===== config.mk =====
export PLATFORM = sky130hd
export DESIGN_NAME = vn_pipe
export DESIGN_NICKNAME = d
export VERILOG_FILES = /design/src/rtl/vn_pipe.sv
export SDC_FILE = /design/constraint.sdc
export NUM_CORES = 1
export LEC_CHECK = 0
export ABC_AREA = 1
export BUFFER_PORTS_ARGS = -buffer_cell sky130_fd_sc_hd__buf_4
export CAP_MARGIN = 20
export CORE_UTILIZATION = 25
export CTS_BUF_LIST = sky130_fd_sc_hd__clkbuf_4
export DETAILED_ROUTE_END_ITERATION = 10
export GPL_TIMING_DRIVEN = 0
export PLACE_DENSITY = 0.5
export SLEW_MARGIN = 15
export SYNTH_ARGS = -nofsm -noshare
export SYNTH_HDL_FRONTEND = slang
export SYNTH_SLANG_ARGS = --single-unit

===== constraint.sdc =====
create_clock -name i_clk -period 6.95 [get_ports i_clk]
set_clock_uncertainty 0.1 [all_clocks]
set_input_delay 1.39 -clock i_clk [delete_from_list [all_inputs] [get_ports i_clk]]
set_output_delay 1.39 -clock i_clk [all_outputs]
set_load 0.05 [all_outputs]

===== src/rtl/vn_pipe.sv =====
// vn_pipe: 4-stage LDPC variable node (DV sign-magnitude c2v in, DV extrinsic v2c out, hard decision).
// Define VN_PIPE_APP_OUT_EN to add the saturated APP output o_app_llr.
module vn_pipe #(
  parameter int MSG_WIDTH = 6,
  parameter int DV = 6
) (
  input  logic                    i_clk,
  input  logic                    i_rst,
  input  logic                    i_valid,
  input  logic                    i_init,
  input  logic [MSG_WIDTH-1:0]    i_llr,
  input  logic [MSG_WIDTH*DV-1:0] i_c2v_bus,
  output logic                    o_valid,
  output logic                    o_app,
  output logic [MSG_WIDTH*DV-1:0] o_v2c_bus
`ifdef VN_PIPE_APP_OUT_EN
  ,
  output logic [MSG_WIDTH-1:0]    o_app_llr
`endif
);
  localparam int SUM_W = MSG_WIDTH + $clog2(DV + 1);
  localparam int HALF = (DV + 1) / 2;
  localparam int POS_MAX = 2 ** (MSG_WIDTH - 1) - 1;
  typedef logic signed [MSG_WIDTH-1:0] msg_t;
  typedef logic signed [SUM_W-1:0] sum_t;
  typedef logic signed [SUM_W:0] dif_t;
  logic v1_q, v2_q, v3_q, v4_q;
  msg_t llr_q;
  msg_t c2v1_d [DV];
  msg_t c2v1_q [DV];
  msg_t c2v2_q [DV];
  msg_t c2v3_q [DV];
  sum_t a_d, b_d, a_q, b_q, tot_q;
  dif_t dif [DV];
  msg_t sat [DV];
  msg_t mag [DV];
  logic [MSG_WIDTH*DV-1:0] v2c_d, v2c_q;
  logic app_q;

  // Symmetric clamp keeps -2^(W-1) out of the result so sign-magnitude stays representable
  function automatic msg_t sat_f(input dif_t x);
    return x > dif_t'(POS_MAX) ? msg_t'(POS_MAX) : x < -dif_t'(POS_MAX) ? msg_t'(-POS_MAX) : msg_t'(x);
  endfunction

  always_comb begin
    for (int k = 0; k < DV; k++)
      c2v1_d[k] = i_init ? '0 :
                  i_c2v_bus[MSG_WIDTH*(k+1)-1] ? msg_t'(-{1'b0, i_c2v_bus[MSG_WIDTH*k +: MSG_WIDTH-1]}) :
                  msg_t'({1'b0, i_c2v_bus[MSG_WIDTH*k +: MSG_WIDTH-1]});
  end

  always_comb begin
    a_d = sum_t'(llr_q);
    b_d = '0;
    for (int k = 0; k < DV; k++) begin
      if (k < HALF) a_d = a_d + sum_t'(c2v1_q[k]);
      else b_d = b_d + sum_t'(c2v1_q[k]);
    end
  end

  always_comb begin
    v2c_d = '0;
    for (int k = 0; k < DV; k++) begin
      dif[k] = dif_t'(tot_q) - dif_t'(c2v3_q[k]);
      sat[k] = sat_f(dif[k]);
      mag[k] = sat[k] < 0 ? -sat[k] : sat[k];
      v2c_d[MSG_WIDTH*k +: MSG_WIDTH] = {sat[k][MSG_WIDTH-1], mag[k][MSG_WIDTH-2:0]};
    end
  end

  always_ff @(posedge i_clk) begin
    if (i_rst) begin
      {v1_q, v2_q, v3_q, v4_q} <= '0;
      llr_q <= '0;
      c2v1_q <= '{default: '0};
      c2v2_q <= '{default: '0};
      c2v3_q <= '{default: '0};
      a_q <= '0;
      b_q <= '0;
      tot_q <= '0;
      v2c_q <= '0;
      app_q <= 1'b0;
    end else begin
      v1_q <= i_valid;
      v2_q <= v1_q;
      v3_q <= v2_q;
      v4_q <= v3_q;
      llr_q <= i_llr;
      c2v1_q <= c2v1_d;
      c2v2_q <= c2v1_q;
      c2v3_q <= c2v2_q;
      a_q <= a_d;
      b_q <= b_d;
      tot_q <= a_q + b_q;
      if (v3_q) begin
        v2c_q <= v2c_d;
        app_q <= tot_q[SUM_W-1];
      end
    end
  end

`ifdef VN_PIPE_APP_OUT_EN
  msg_t app_llr_q;
  always_ff @(posedge i_clk) begin
    if (i_rst) app_llr_q <= '0;
    else if (v3_q) app_llr_q <= sat_f(dif_t'(tot_q));
  end
  assign o_app_llr = app_llr_q;
`endif

  assign o_valid = v4_q;
  assign o_app = app_q;
  assign o_v2c_bus = v2c_q;
endmodule


==> metrics <==
run status=finished, final reports clean; synth cell count leaders=inv_1 (330), nand2_1 (308), nor2_1 (187), dfxtp_1 (181), nand3_1 (105); fraction of registers with async set or reset after synthesis=0%; distinct cell type count of the synthesized netlist=45; net switching power figure=1.680 mW; per-cell routed wire length=12.31 um; clock group share of total power=17.5%; antenna violations before repair=1; depth of the CTS H-tree=4; kind of end point of the critical path=register; placer's final routability congestion estimate=0.8458; share of the core filled with cells=29.34%; Die Footprint=0.04383 mm^2; number of cells on the worst hold path=2; cell taking the most area after synthesis=dfxtp_1; area taken by flip-flops and latches=0.003623 mm^2; CP Class=reg -> reg; insertion delay to the later sink of the worst-skew pair=0.60 ns; Synthesized Nets=1,695; pre-CTS worst setup slack=3.585 ns; share of power burned in combinational logic=50.1%; switching share of total power=46.78%; pin count of the biggest net entering global routing=22; final critical-path setup slack=3.522 ns; setup TNS after final layout=0 ns; clock sink total=181; initial core utilization=25.51%; cell chosen for the clock root=clkbuf_4; total via count after detailed routing=9,103; internal cell power=1.911 mW; Slew HR=44.51%; post-synthesis cell area=0.01075 mm^2; ys flop type=dfxtp_1; share of Yosys cell area claimed by the top area cell type=33.71%; final count of hold timing violations=0; Die Y=209.3 um; final net count=1,796; number of endpoints failing setup at the final stage=0; total half-perimeter wirelength after legalization and detailed placement=22,330 um; CP max-delay cell=dfxtp_1; count of hold-fix buffers inserted at cts=0; vias in the first global route=8,839; drt first-iter violations=525; TritonCTS clock tree=yes; multi-input logic area=0.005702 mm^2; peak fanout along the critical path=12; Post-Layout Cell Count=2,188; DRT antenna net count=0; Max Fclk=291.7 MHz; kind of cell adding the most delay to the critical path=simple AND/OR/NAND/NOR gates; total core area=0.04213 mm^2; DR pass1 iterations=5; Clock Pin Slew Worst Setup and Hold Paths=0.17 ns; share of final-layout standard cells stronger than drive strength 1=9.709%; Cells after Synth=1,534; Max Buffers Root-to-Sink=2; Slew Viols, Final=0; number of warnings printed during yosys synthesis=0; number of core rows=75; kind of start point of the critical path=register; crit path DAT=3.85 ns; total global routing overflow=0; Num CTS Buffers=17; Reg2Reg Depth=16; global-route wire length before repair=45,040 um; total of flip-flops plus latches after synthesis=181; leakage power figure=6.304 nW; power share of the sequential group=32.4%; worst slew pin tran=0.8312 ns; count of port buffers added during placement=82; kind of path behind the tightest hold check=reg -> reg; fillers=4,590; worst reg2reg startpoint=tot_q[1]; Gates resized, CTS repair=0; Crit path required time=7.38 ns; RSZ-0062 raised after global routing=no; count of placed standard cells including taps=2,155; detailed-route DRC error count=0; Post CTS Setup Buffer Count=0; via density per instance=4.160; cell area power density=290.5 mW/mm^2; Bufs and invs on worst path=0; post-layout minimum cycle time=3.428 ns; proportion of synthesized chip area in sequential cells=33.71%; synth top area cells=dfxtp_1 (34%), inv_1 (12%), nand2_1 (11%); slack of the worst reg-to-reg path=3.52 ns; Min-Delay Endpoint=c2v3_q[34]; crit-path cells=ha_1, nand3_1, nand2_2, nand3_2, nand2_1, nand2_1, nand2_1, nor3_1, nor2_2, nor3_1, ha_1, nor2_1, nand3_1, nand2_1, o21bai_1, a21oi_1; delay of the slowest critical-path stage=0.90 ns; Total GRT Usage=12.83%; DRT Wirelength=26,950 um; number of placed I/O pins=84; most repeated cell in the gate-level netlist after synthesis=inv_1; Horiz. Die Dim=209.3 um; EDFF count, synth=0; number of max-capacitance violations reported=0; Worst IR Drop VDD=0.00009817 V; startpoint of the most critical hold path=c2v2_q[34]; FF-to-FF End=o_v2c_bus[32]; mean area per synthesized cell=7.006 um^2; CP most frequent cell=nand2_1; relative area change from synthesis to final layout=15.01%; share of the clock period used by the worst path=49.32%
[per-layer routing]
metal / wire length, um / track usage (%)
met1: 14430 / 18.28
met2: 11240 / 20.10
met3: 948 / 2.110
met4: 332 / 3.043
met5: 0 / 0
[flip-flops by register name, summed over array words and instances, names as in the netlist, 6 cells and up]
name,count
a_q,9
o_v2c_bus,36
b_q,8
llr_q,6
c2v1_q,36
tot_q,9
c2v3_q,36
c2v2_q,36
[cells by family after synthesis]
| kind of cell | Yosys count | share of synthesized area (%) |
|---|---|---|
| flip-flops | 181 | 33.71 |
| XOR/XNOR | 9 | 0.7334 |
| AO/OA/AOI/OAI | 201 | 11.16 |
| buffers and inverters | 367 | 13.24 |
| AND/OR/NAND/NOR | 661 | 25.88 |
| adder cells (fa/ha/maj) | 115 | 15.27 |
[layout make-up]
| type | count | area share (%) |
|---|---|---|
| multi-input combinational | 986 | 46.13 |
| sequential | 181 | 29.31 |
| inverter | 340 | 10.35 |
| tap | 539 | 5.456 |
| timing repair buffer | 82 | 4.980 |
| clock inverter | 15 | 1.559 |
| buffer | 27 | 1.164 |
| clock buffer | 17 | 1.032 |
| antenna | 1 | 0.02024 |
[worst register-to-register path, cell delays in order, from the launching register on]
cell and delay [ns]:
dfxtp_1 0.90, ha_1 0.38, nand3_1 0.12, nand2_2 0.09, nand3_2 0.09, nand2_1 0.08
nand2_1 0.08, nand2_1 0.07, nor3_1 0.35, nor2_2 0.11, nor3_1 0.30, ha_1 0.24
nor2_1 0.07, nand3_1 0.09, nand2_1 0.04, o21bai_1 0.16, a21oi_1 0.12
[through the flow]
stage               area (um^2)  power [mW]  hold WS (ns)
floorplan                 10750       2.581        0.2883
global placement          12040       2.946        0.2918
detailed placement        12040       2.972        0.2933
CTS                       12360       3.610        0.3032
global route              12360       3.968        0.3197
finish                    12360       3.591        0.2975
[worst max path at each step]
stage               startpoint  slack [ns]  depth (start not counted)             to
global route          tot_q[0]        3.20                         19  o_v2c_bus[28]
global placement      tot_q[0]        3.59                         19  o_v2c_bus[28]
floorplan             llr_q[1]        4.20                         12         a_q[7]
detailed placement    tot_q[0]        3.58                         19  o_v2c_bus[28]
CTS                   tot_q[0]        3.53                         19  o_v2c_bus[28]
finish                tot_q[1]        3.52                         16  o_v2c_bus[32]
[power by group through the flow]
stage               clock (mW)  sequential (mW)  combinational (mW)
floorplan                    0             1.21                1.37
global placement             0             1.19                1.76
detailed placement           0             1.19                1.78
CTS                      0.650             1.17                1.79
global route             0.696             1.17                2.10
finish                   0.627             1.16                1.80
[placed cells by master, fill, tap and decap left out, types with 4 or more instances in the layout]
cell	netlist	final
inv_1	330	330
o311ai_0	6	6
xnor2_1	5	5
clkinv_8	0	5
o21ai_0	55	55
fa_1	27	27
dfxtp_1	181	181
ha_1	88	88
nand2_2	16	16
clkbuf_1	20	20
o21bai_1	4	4
inv_2	9	9
clkbuf_4	0	17
nand2_1	308	308
nand4_1	16	16
buf_4	1	83
a21oi_1	89	89
xor2_1	4	4
nor3_1	12	12
nand3_1	105	105
nand3b_1	8	8
o211ai_1	14	14
nor2_1	187	187
inv_6	0	4
(Power assumes the default switching activity.)
